## src/rtl/writeback_arbiter.sv

```systemverilog
// writeback_arbiter
// Merges ALU and load results into one register-file write port through a
// 4-entry FIFO. When both sources offer in the same cycle, a priority bit
// alternates between them. Writes to register 31 complete the handshake but
// are dropped, because that register reads as zero. One queued entry is issued
// per cycle unless the write port is held.
//
// Ports
//   clk, rst_n              clock, asynchronous active-low reset
//   alu_valid/rd/data       ALU result offer;  alu_ready accepts it
//   mem_valid/rd/data       load result offer; mem_ready accepts it
//   hold                    write port busy, stalls issue only
//   RegWrite/rd/write_data  registered register-file write
//   pending                 one bit per register with a queued write
//   level                   number of queued entries (0..4)
module writeback_arbiter (
  input  logic        clk,
  input  logic        rst_n,
  input  logic        alu_valid,
  input  logic [4:0]  alu_rd,
  input  logic [7:0]  alu_data,
  output logic        alu_ready,
  input  logic        mem_valid,
  input  logic [4:0]  mem_rd,
  input  logic [7:0]  mem_data,
  output logic        mem_ready,
  input  logic        hold,
  output logic        RegWrite,
  output logic [4:0]  rd,
  output logic [7:0]  write_data,
  output logic [31:0] pending,
  output logic [2:0]  level
);

  logic [4:0] r_fifo_rd   [4];
  logic [7:0] r_fifo_data [4];
  logic [1:0] r_head;
  logic [1:0] r_tail;
  logic [2:0] r_count;
  logic       r_prio;

  logic       w_full;
  logic       w_alu_acc;
  logic       w_mem_acc;
  logic       w_push;
  logic       w_pop;
  logic       w_contend;
  logic [4:0] w_push_rd;
  logic [7:0] w_push_data;

  // Ready depends on count alone, so a full FIFO refuses input even in a
  // cycle where it also pops. A ready may be high with its valid low when
  // that source would win if it offered.
  assign w_full    = (r_count == 3'd4);
  assign alu_ready = !w_full && (!mem_valid || !r_prio);
  assign mem_ready = !w_full && (!alu_valid ||  r_prio);
  assign w_alu_acc = alu_valid && alu_ready;
  assign w_mem_acc = mem_valid && mem_ready;
  assign w_contend = alu_valid && mem_valid && !w_full;
  assign w_pop     = (r_count != 3'd0) && !hold;

  always_comb begin
    w_push_rd   = alu_rd;
    w_push_data = alu_data;
    w_push      = w_alu_acc && (alu_rd != 5'd31);
    if (w_mem_acc) begin
      w_push_rd   = mem_rd;
      w_push_data = mem_data;
      w_push      = (mem_rd != 5'd31);
    end
  end

  // FIFO storage needs no reset; only slots covered by count are ever read.
  always_ff @(posedge clk) begin
    if (w_push) begin
      r_fifo_rd[r_tail]   <= w_push_rd;
      r_fifo_data[r_tail] <= w_push_data;
    end
  end

  always_ff @(posedge clk or negedge rst_n) begin
    if (!rst_n) begin
      r_head     <= 2'd0;
      r_tail     <= 2'd0;
      r_count    <= 3'd0;
      r_prio     <= 1'b0;
      RegWrite   <= 1'b0;
      rd         <= 5'd0;
      write_data <= 8'd0;
    end else begin
      if (w_contend) r_prio <= ~r_prio;
      if (w_push) r_tail <= r_tail + 2'd1;
      if (w_pop) begin
        r_head     <= r_head + 2'd1;
        RegWrite   <= 1'b1;
        rd         <= r_fifo_rd[r_head];
        write_data <= r_fifo_data[r_head];
      end else begin
        RegWrite   <= 1'b0;
      end
      case ({w_push, w_pop})
        2'b10:   r_count <= r_count + 3'd1;
        2'b01:   r_count <= r_count - 3'd1;
        default: r_count <= r_count;
      endcase
    end
  end

  // Only the live slots from head onward contribute. An entry already moved
  // into the output register is no longer in the FIFO.
  always_comb begin
    pending = 32'd0;
    for (int i = 0; i < 4; i++) begin
      if (3'(i) < r_count) pending[r_fifo_rd[r_head + 2'(i)]] = 1'b1;
    end
  end

  assign level = r_count;

endmodule
```

## config.mk

```make
export PLATFORM = sky130hd
export DESIGN_NAME = writeback_arbiter
export DESIGN_NICKNAME = d
export VERILOG_FILES = /design/src/rtl/writeback_arbiter.sv
export SDC_FILE = /design/constraint.sdc
export NUM_CORES = 1
export LEC_CHECK = 0
export ABC_AREA = 0
export BUFFER_PORTS_ARGS = -buffer_cell sky130_fd_sc_hd__buf_2
export CAP_MARGIN = 0
export CORE_UTILIZATION = 47
export CTS_CLUSTER_DIAMETER = 30
export DETAILED_ROUTE_END_ITERATION = 12
export PLACE_DENSITY_LB_ADDON = 0.2
export SLEW_MARGIN = 10
export SYNTH_ARGS = -nofsm -noshare
export SYNTH_HDL_FRONTEND = slang
export SYNTH_SLANG_ARGS = --single-unit
```

## constraint.sdc

```tcl
create_clock -name clk -period 2.2 [get_ports clk]
set_input_delay 0.22 -clock clk [delete_from_list [all_inputs] [get_ports clk]]
set_output_delay 0.22 -clock clk [all_outputs]
set_load 0.02 [all_outputs]
```

# After elaboration in Yosys (flattened, before gate mapping)
# Memory sizes are Yosys's and may differ from the RTL's. A register that Yosys moved wholly into a read port is not among the register bits.
# Index checks and enable logic that the tools add are counted.
# word_totals
output_inout_bits	51
in_bits	31
ramBits	52
ff_bits	14
wordCells	76
n_memories	2
# memory_table
name	depth	word_bits	read_ports	rd_ports_with_merged_regs	wr	line_no	rtl
r_fifo_data	4	8	1	1	1	36	logic [7:0] r_fifo_data [4];
r_fifo_rd	4	5	4	0	1	35	logic [4:0] r_fifo_rd [4];
# op_classes
bitwise	4
add_sub_neg	6
muxes	19
reduce_logical	22
eq_ne	5
magnitude_cmp	12
# op_table
op	n
$mux W32	4
$or A32 B32 Y32	3
$lt A5 B6 Y1 const B	4
$demux W1 S5	4
$ge A5 B1 Y1 const B	4
$logic_and A1 B1 Y1	12
$ne A5 B5 Y1 const B	2
$mux W1	8
$mux W8	1
$logic_not A1 Y1	6
$lt A1 B3 Y1 const A	2
$lt A2 B3 Y1 const A	2
$pmux W3 S2	1
$mux W5	1
$add A2 B1 Y2 const B	2
$add A2 B2 Y2 const B	2
$add A3 B1 Y3 const B	1
$eq A3 B3 Y1 const B	1
$reduce_bool A3 Y1	1
$sub A3 B1 Y3 const B	1
$eq A2 B1 Y1 const B	1
$eq A2 B2 Y1 const B	1
$logic_or A1 B1 Y1	2
$reduce_bool A2 Y1	1
$not A1 Y1	1

# Depth between registers and ports, before layout
# Gate-level depths: netlist (run 1).
# An unclocked memory read counts as a cell.
# logic_depth
depth_word	12
depth_mapped	9
ltp_nobuf	9

# Worst setup path before layout (run 1)
# No wires, ideal clock.
# synth_timing
kind	reg-to-reg
startpoint	register r_count[1], in the netlist level[1]
endpoint	register r_count[2], in the netlist level[2]
t_arrival_ns	2.120
setup_ns	0.122
required_time_ns	2.078
path_slack_ns	-0.043
path_buffers	1
stages_incl_launch_ff	9
period_less_slack_ns	2.243
path_cell_list	dfrtp_1 -> inv_1 -> ha_1 -> a21oi_1 -> buf_2 -> ha_1 -> mux2i_1 -> nor2_1 -> xnor2_1
# synth_via
elab_cells_between_ends	16
cone_classes	add/sub: 2; eq/ne: 3; mux: 2; reduce/logical: 9
# synth_lines
item	line_no	rtl
from (decl)	39	logic [2:0] r_count;
from (signal assigned)	102	2'b10: r_count <= r_count + 3'd1;
from (signal assigned)	103	2'b01: r_count <= r_count - 3'd1;
from (signal assigned)	104	default: r_count <= r_count;
$reduce_bool A3 Y1 (*)	60	assign w_pop = (r_count != 3'd0) && !hold;
$logic_and A1 B1 Y1 (*)	60	
named net w_pop	46	logic w_pop;
$eq A2 B1 Y1 or $eq A2 B2 Y1 (tied branches)	101	case ({w_push, w_pop})
$pmux W3 S2 or $reduce_bool A2 Y1 (tied branches)	-	
# The timed path passes the listed nets; every way through them passes the cells marked *.
# A chain may end at the register's enable or synchronous reset.

# Worst setup path in the final report (run 1)
# layout_timing
startpoint	register r_head[0]
endpoint	output port pending[26]
# layout_via
elab_chain_cells	12
elab_cells_between_ends	31
cone_classes	add/sub: 3; order compare: 8; mux: 12; bitwise: 3; reduce/logical: 4; memory: 1
# layout_rtl
item	line_no	rtl
from (decl)	37	logic [1:0] r_head;
from (signal assigned)	94	r_head <= r_head + 2'd1;
$add A2 B1 Y2 or $mem_v2 Z4 W5 (tied branches)	-	
$mem_v2 Z4 W5 (*)	-	
$lt A5 B6 Y1 (not written as such), or another cell as far along	114	if (3'(i) < r_count) pending[r_fifo_rd[r_head + 2'(i)]] = 1'b1;
$logic_and A1 B1 Y1 (not written as such) or $mux W1 (tied branches)	114	
$mux W1 (not written as such) or $demux W1 S5 (tied branches)	114	
$demux W1 S5 or $mux W32 (tied branches)	114	
$or A32 B32 Y32 (no line)	-	
$mux W32	114	
$or A32 B32 Y32 (no line)	-	
$mux W32	114	
$or A32 B32 Y32 (no line)	-	
$mux W32 (*)	114	
to (decl)	31	output logic [31:0] pending,
# Every way passes the cells marked *; elsewhere a longest branch is shown, timed or not.

==> results of run 1 <==
==> through the flow <==
step,instances,cell area (sq um),setup slack (ps)
after CTS,570,5950,-534
after detailed placement,544,5340,-262
after floorplan,317,4420,8.23
after global placement,544,5340,-280
final,573,6040,-568
after global routing,573,6040,-657
==> final cells by class <==
cell class | instances | area, sq um | area share [%]
clock buffers | 10 | 138 | 2.28
clock inverters | 6 | 97.6 | 1.62
inverters | 6 | 22.5 | 0.373
multi-input cells | 222 | 2400 | 39.7
flip-flops and latches | 74 | 2110 | 35.0
well taps | 108 | 135 | 2.24
repair buffers | 147 | 1130 | 18.8
==> report_power, final <==
group,switching (mW),internal (mW)
logic,4.04,3.68
clock network,0.550,0.686
registers,0.261,2.06
total,4.85,6.42
==> layout by cell type, fill, tap and decap left out, types with 3 or more instances in the layout <==
| master | netlist | routed |
|---|---|---|
| ha_1 | 8 | 8 |
| inv_1 | 6 | 6 |
| or3_4 | 0 | 3 |
| buf_6 | 5 | 20 |
| nor2b_2 | 0 | 4 |
| nand2_1 | 10 | 8 |
| buf_2 | 5 | 60 |
| clkbuf_8 | 0 | 10 |
| mux4_2 | 28 | 28 |
| o22ai_1 | 32 | 13 |
| mux2_2 | 27 | 27 |
| nor3_2 | 1 | 4 |
| buf_12 | 0 | 7 |
| dfrtp_1 | 22 | 22 |
| nand3_1 | 8 | 8 |
| nor3b_2 | 2 | 4 |
| buf_4 | 0 | 57 |
| a221o_1 | 32 | 32 |
| and2_1 | 8 | 7 |
| nand3b_1 | 10 | 10 |
| nor3_1 | 6 | 3 |
| xnor2_1 | 6 | 6 |
| nor2_1 | 8 | 8 |
| edfxtp_1 | 52 | 52 |
| o22ai_2 | 0 | 19 |
| or3b_4 | 0 | 7 |
==> tightest hold or removal path: stages <==
cell and delay, ps:
buf_2 120, nand3_1 80, xnor2_1 60
==> cells by family (layout without fill, tap and decap cells) <==
group / after synthesis / after routing
AND/OR/NAND/NOR: 79 / 79
multiplexers: 56 / 56
adder cells (fa/ha/maj): 8 / 8
XOR/XNOR: 7 / 7
buffers and inverters: 21 / 169
flip-flops: 74 / 74
AO/OA/AOI/OAI: 72 / 72
==> registers in the layout, summed over array words and instances, names as in the netlist <==
| name | flops |
|---|---|
| r_prio | 1 |
| r_head | 2 |
| r_fifo_data | 32 |
| write_data | 8 |
| RegWrite | 1 |
| r_fifo_rd | 20 |
| r_tail | 2 |
| level | 3 |
| rd | 5 |
==> layer usage <==
| layer | vias up | GRT usage (%) | routed length [microns] | share of wire (%) |
|---|---|---|---|---|
| li1 | 1615 | - | - | - |
| met1 | 1765 | 35.6 | 5250 | 44 |
| met2 | 193 | 39.1 | 5610 | 47 |
| met3 | 15 | 6.60 | 961 | 8.0 |
| met4 | 0 | 6.66 | 191 | 1.6 |
| met5 | - | 0 | 0 | 0 |
==> path summary, 6_finish.rpt <==
kind / startpoint / end / slack (ps) / depth (start not counted)
setup reg to reg: level[2] / level[2] / 190 / 7
setup / recovery: r_head[0] / pending[26] / -570 / 8
hold reg to reg: write_data[7] / write_data[7] / 500 / 1
min in group asynchronous: rst_n / rd[2] / 400 / 2
max in group asynchronous: rst_n / write_data[7] / 1400 / 2
hold / removal: alu_valid / r_prio / 170 / 3
==> cell usage after synthesis (2+ instances only) <==
| cell type | instances | area (sq um) |
|---|---|---|
| o21ai_0 | 2 | 10.0 |
| xnor2_1 | 6 | 52.6 |
| nand3_1 | 8 | 40.0 |
| or3b_1 | 7 | 61.3 |
| or3_1 | 4 | 25.0 |
| buf_2 | 5 | 25.0 |
| mux2_2 | 27 | 304 |
| buf_6 | 5 | 56.3 |
| o211ai_1 | 2 | 15.0 |
| nor3b_2 | 2 | 25.0 |
| inv_1 | 6 | 22.5 |
| nor2b_1 | 6 | 37.5 |
| nand3b_1 | 10 | 75.1 |
| nor2_1 | 8 | 30.0 |
| edfxtp_1 | 52 | 1560 |
| dfrtp_1 | 22 | 551 |
| mux4_2 | 28 | 631 |
| nand2_1 | 10 | 37.5 |
| nor3_1 | 6 | 30.0 |
| ha_1 | 8 | 100 |
| nor3b_1 | 3 | 22.5 |
| a221o_1 | 32 | 320 |
| o22ai_1 | 32 | 200 |
| clkbuf_1 | 4 | 15.0 |
| and2_1 | 8 | 50.1 |
| nand2b_1 | 2 | 12.5 |
==> repair_timing <==
item | in CTS | in global routing
buffers inserted | 9 | 3
gates cloned | 0 | 0
gates resized for setup | 80 | 14
hold buffers | 1 | 0
setup endpoints to repair | 32 | 33
pin swaps | 9 | 3
endpoints found under the hold margin | 22 | 0
==> qor.yml, run 1 <==
status: "finished, violations left"
violations: "setup timing"
fillers: 626
post-route-period-util_pct: 126
final_nets: 499
io_buffer_count: 81
min_period_ps: 2770
path_cells: "buf_12 > buf_8 > mux4_2 > buf_6 > nand3b_1 > o22ai_1 > a221o_1 > buf_6"
cp_num_buf_inv: 4
placementRows: 34
grt_pass1_vias: 3424
tightest_slew_ps: 590
drive_above_1_share_pct: 57.8
crit_family: "multiplexers"
dieArea_sq_um: 9780
ys_seq_area_share_pct: 47.9
crit_path_start_kind: "flop"
fmax_mhz: 361
cap_violations: 0
synth_xor_area_share_pct: 1.39
leakage_nw: 2.35
antenna_found_initial: 0
finClkSkew_ps: 10.1
grt_max_degree: 23
netlist_instances: 317
firstDrtPassIters: 5
vias: 3588
syn_to_final_growth_pct: 36.9
slew_violations: 0
slew_headroom_pct: 60.7
synth_cell_types: 38
ctsHtreeMaxLevel: 3
ctsLongestPathBuffers: 2
synth_compound_area_share_pct: 13.0
drt_wl_total_mm: 12.0
setup-violations-final: 32
netlist_area_sq_um: 4410
synth_mux_area_share_pct: 21.4
synth_edf_count: 52
required_ps: 1980
cp-end-kind: "primary output"
ant_nets: 0
avgSynthCellArea_sq_um: 13.9
whs_ps: 169
slowest_delay_ps: 560
die_w_microns: 98.9
vdd_drop_max_uv: 843
async_flop_share_pct: 29.7
grtUsageTotal_pct: 25.3
wl_per_cell_microns: 21.0
cts_sinks: 74
final_util_pct: 67.9
synth-main-ff-cell: "edfxtp_1"
gp_congestion: 0.974
syn_nets: 356
finalWorstSetupSlack_ps: -568
cp_slowest_cell: "mux4_2"
diodes: 0
insertion_delay_ps: 350
yosys.area_share.simple_pct: 11.3
drcViolationCount: 0
cp_max_fo: 7
synth_seq_cells: 74
coreArea_sq_um: 8890
synthAdderAreaFrac_pct: 2.27
dp_hpwl_mm: 8.73
cts_made_buffers: 9
start_util_pct: 49.6
cp.arrival_ps: 2550
finalSetupTns_ps: -16520
rsz0062_at_grt: "yes"
grt_pass1_wl_mm: 18.6
overflow: 0
fp.dieH_microns: 98.9
ys_warn_count: 0
p_per_area_nw_per_um2: 1870
hold_class: "in2reg"
vias_per_cell: 6.26
clkTransAtPathRegs_ps: 90
cts_tree: "done"
p_total_mw: 11.3
pin_count: 82
drt_iter0_markers: 223
synth_top_family_by_area: "multiplexers"
critPathKind: "reg2out"
clockRootBuffer: "clkbuf_8"
hold_viol_final: 0
crit_top_cell: "buf_6"
(Power assumes the default switching activity.)
==> inputs of run 2 (changes only) <==
- SETUP_SLACK_MARGIN: unset -> 0.1
==> qor.yml, run 2 (synthesis results as in run 1) <==
use_met3_pct: 4.54
grt_use_met2_pct: 39.5
critPathKind: "reg2out"
placed_cell_area_sq_um: 5290
hold_viol_final: 0
firstDrtPassIters: 4
cp_max_fo: 8
crit_path_start_kind: "flop"
final_util_pct: 70.4
tightest_slew_ps: 562
largest_reg_flops: 32
grt.busiest_layer: "met2"
finClkSkew_ps: 11.2
status: "finished, violations left"
reg.largest.list: "r_fifo_data (32), r_fifo_rd (20), write_data (8)"
p_switching_mw: 5.14
clockPowerShare_pct: 8.8
met1_usage_pct: 31.9
drt_iter0_markers: 208
clkTransAtPathRegs_ps: 70
setup-violations-final: 32
ant_nets: 0
regMostFlops: "r_fifo_data"
start_util_pct: 49.6
cts_made_buffers: 9
io_buffer_count: 81
syn_to_final_growth_pct: 41.8
final_cell_mix: "buf_2 (52), edfxtp_1 (52), buf_4 (42), buf_6 (41), a221o_1 (32)"
dp.cells: 540
cp-end-kind: "primary output"
required_ps: 1980
grt_pass1_wl_mm: 17.8
cp_slowest_cell: "mux4_2"
grt_pass1_vias: 3470
whs_ps: 176
slowest_delay_ps: 530
p_per_area_nw_per_um2: 1880
rsz0062_at_grt: "yes"
fmax_mhz: 368
coreArea_sq_um: 8890
ctsLongestPathBuffers: 2
grt_max_degree: 23
sw_frac_of_total_pct: 43.6
vias_per_cell: 6.29
slew_headroom_pct: 62.5
gp_congestion: 0.964
dp_slack_ps: -176
cts_tree: "done"
wl_per_cell_microns: 20.5
clockRootBuffer: "clkbuf_8"
slew_violations: 0
intPower_mw: 6.63
overflow: 0
cap_violations: 0
path_cells: "clkbuf_16 > mux4_2 > or3b_4 > o22ai_2 > a221o_1 > buf_2"
ctsHtreeMaxLevel: 3
pwr-share-seq_pct: 19.8
dp_hpwl_mm: 8.32
finalSetupTns_ps: -14550
fin_cells: 568
grtUsageTotal_pct: 23.8
min_period_ps: 2710
vdd_drop_max_uv: 806
dieArea_sq_um: 9780
diodes: 0
vias: 3572
die_w_microns: 98.9
post-route-period-util_pct: 123
p_total_mw: 11.8
violations: "setup timing"
cp.arrival_ps: 2490
drcViolationCount: 0
combinationalPowerShare_pct: 71.3
fp.dieH_microns: 98.9
design_area_sq_um: 6260
pin_count: 82
finalWorstSetupSlack_ps: -515
placementRows: 34
insertion_delay_ps: 330
hold_class: "in2reg"
cts_sinks: 74
final_nets: 494
drive_above_1_share_pct: 63.9
drt_wl_total_mm: 11.6
antenna_found_initial: 0
leakage_nw: 2.37
-- run 2: cell types whose count changed in the layout (fill, tap and decap cells not counted), moves of 5 or more --
cell     before  now
o22ai_2      19   25
o22ai_1      13    5
buf_2        60   52
buf_6        20   41
buf_4        57   42
and2_1        7    2
-- run 2: cell type report --
cell class	instances	area, sq um
flip-flops and latches	74	2110
multi-input cells	222	2620
repair buffers	142	1170
clock buffers	10	128
fillers	603	2630
clock inverters	6	66.3
inverters	6	22.5
well taps	108	135
-- run 2: worst max-delay path, delay by kind of cell (launching register included) --
kind / cells / cell delay (ps)
buffers and inverters: 2 / 330
flip-flops: 1 / 460
AND/OR/NAND/NOR: 1 / 500
AO/OA/AOI/OAI: 2 / 350
multiplexers: 1 / 530
-- run 2: worst paths after layout --
path                       slack (ps)                end      start  cells after the start
setup / recovery                 -510         pending[4]  r_head[0]                      6
hold / removal                    180             r_prio  alu_valid                      3
hold reg to reg                   500             r_prio     r_prio                      1
min in group asynchronous         410              rd[0]      rst_n                      2
max in group asynchronous        1370          r_head[0]      rst_n                      2
setup reg to reg                  270  r_fifo_data[0][6]   level[1]                      7
-- run 2: per-layer routing --
| layer | share of wire, % | vias to the layer above |
|---|---|---|
| met5 | 0 | - |
| met4 | 1.8 | 0 |
| met3 | 5.4 | 20 |
| met2 | 49 | 183 |
| met1 | 43 | 1769 |
| li1 | - | 1600 |
-- run 2: power groups by stage --
| stage | Combinational, mW | Sequential (mW) | Clock [mW] |
|---|---|---|---|
| 6_report | 8.40 | 2.33 | 1.04 |
| 4_1_cts | 7.08 | 2.31 | 1.06 |
| 2_1_floorplan | 4.10 | 2.48 | 0 |
| 5_1_grt | 8.84 | 2.38 | 1.11 |
| 3_3_place_gp | 6.37 | 2.31 | 0 |
| 3_5_place_dp | 6.44 | 2.34 | 0 |
-- run 2: timing repair --
action | in CTS | in global routing
pin swaps | 0 | 33
setup endpoints to repair | 57 | 73
gates resized for setup | 51 | 107
hold buffers | 1 | 0
gates cloned | 0 | 2
hold endpoints to repair | 22 | 0
buffers inserted | 7 | 3
==> inputs of run 3 (changes only) <==
- TNS_END_PERCENT: unset -> 5
==> qor.yml, run 3 (synthesis results as in run 1) <==
cp.arrival_ps: 2500
io_buffer_count: 81
rsz0062_at_grt: "yes"
diodes: 0
placed_cell_area_sq_um: 5290
crit_family: "multiplexers"
cts_sinks: 74
crit_path_start_kind: "flop"
syn_to_final_growth_pct: 34.7
regMostFlops: "r_fifo_data"
vias: 3508
firstDrtPassIters: 5
dp.cells: 544
slowest_delay_ps: 580
largest_reg_flops: 32
placementRows: 34
setup-violations-final: 32
design_area_sq_um: 5940
required_ps: 1980
clockRootBuffer: "clkbuf_8"
grt_pass1_vias: 3421
fmax_mhz: 368
leakage_nw: 2.30
pin_count: 82
slew_headroom_pct: 64.3
reg2reg_from: "level[0]"
dieArea_sq_um: 9780
overflow: 0
coreArea_sq_um: 8890
critPathKind: "reg2out"
cp-startpoint: "r_head[0]"
cp_num_buf_inv: 2
insertion_delay_ps: 350
wl_per_cell_microns: 20.1
drcViolationCount: 0
ant_nets: 0
cp-end-kind: "primary output"
cap_violations: 0
finClkSkew_ps: 17.6
hp-start: "alu_valid"
final_util_pct: 66.8
min_period_ps: 2720
final_nets: 491
fp.dieH_microns: 98.9
path_cells: "buf_12 > mux4_2 > or3_4 > o22ai_1 > a221o_1 > buf_2"
die_w_microns: 98.9
grt_pass1_wl_mm: 17.8
ctsHtreeMaxLevel: 3
violations: "setup timing"
ctsLongestPathBuffers: 2
cp_slowest_cell: "mux4_2"
vias_per_cell: 6.21
hold_class: "in2reg"
drt_wl_total_mm: 11.4
cts_made_buffers: 9
drive_above_1_share_pct: 58.2
cts_tree: "done"
drt_iter0_markers: 261
hold_viol_final: 0
clkTransAtPathRegs_ps: 90
post-route-period-util_pct: 124
finalWorstSetupSlack_ps: -521
antenna_found_initial: 0
grtUsageTotal_pct: 23.9
p_per_area_nw_per_um2: 1850
gp_congestion: 0.928
vdd_drop_max_uv: 815
dp_slack_ps: -206
tightest_slew_ps: 535
cp_max_fo: 9
slew_violations: 0
status: "finished, violations left"
fin_cells: 565
dp_hpwl_mm: 8.36
grt_max_degree: 23
reg.largest.list: "r_fifo_data (32), r_fifo_rd (20), write_data (8)"
final_cell_mix: "buf_2 (58), buf_4 (58), edfxtp_1 (52), a221o_1 (32), mux4_2 (28)"
whs_ps: 171
start_util_pct: 49.6
==> run 3: changes by cell type in the layout (fill, tap and decap cells not counted), moves of 4 or more <==
cell,change
buf_6,-23
buf_4,+16
o22ai_1,+8
buf_2,+6
o22ai_2,-6
nor3_4,-4
==> run 3: where the power goes <==
part / switching, mW / internal (mW)
registers: 0.256 / 2.06
clock network: 0.518 / 0.672
logic: 3.92 / 3.56
total: 4.70 / 6.29
==> run 3: final timing paths <==
check                              to  slack, ps  depth (start not counted)
max in group asynchronous   r_head[0]       1430                          2
setup reg to reg             level[2]        230                         10
hold / removal                 r_prio        170                          3
min in group asynchronous       rd[2]        380                          2
setup / recovery           pending[3]       -520                          6
hold reg to reg                r_prio        490                          1
==> run 3: routing by layer <==
layer / vias to the layer above / global-route usage [%] / wire length [microns]
li1: 1589 / - / -
met1: 1758 / 33.3 / 5150
met2: 152 / 39.4 / 5500
met3: 9 / 4.82 / 645
met4: 0 / 4.48 / 78
met5: - / 0 / 0
==> run 3: final cells by class <==
| class | instances | area, sq um |
|---|---|---|
| Clock inverter | 6 | 87.6 |
| Tap cell | 108 | 135 |
| Fill cell | 673 | 2950 |
| Inverter | 6 | 22.5 |
| Timing Repair Buffer | 139 | 1030 |
| Clock buffer | 10 | 138 |
| Sequential cell | 74 | 2110 |
| Multi-Input combinational cell | 222 | 2420 |
==> run 3: repair_timing <==
item	in CTS	in global routing
hold endpoints to repair	22	0
pin swaps	13	5
setup endpoints to repair	32	55
hold buffers	1	0
gates resized for setup	74	20
buffers inserted	3	0
cloned	1	0
==> run 3: tightest hold or removal path: cells and delay by family <==
family                    cells  cell delay [ps]
buffers and inverters         1              120
and+or+nand+nor               1               80
xor gates and xnor gates      1               60
==> run 3: metrics by stage <==
stage / setup TNS, ps / total power [mW]
after floorplan: 0 / 6.51
after global placement: -3430 / 8.60
after detailed placement: -3790 / 8.71
after CTS: -14280 / 10.7
after global routing: -17130 / 11.5
final: -14490 / 11.0
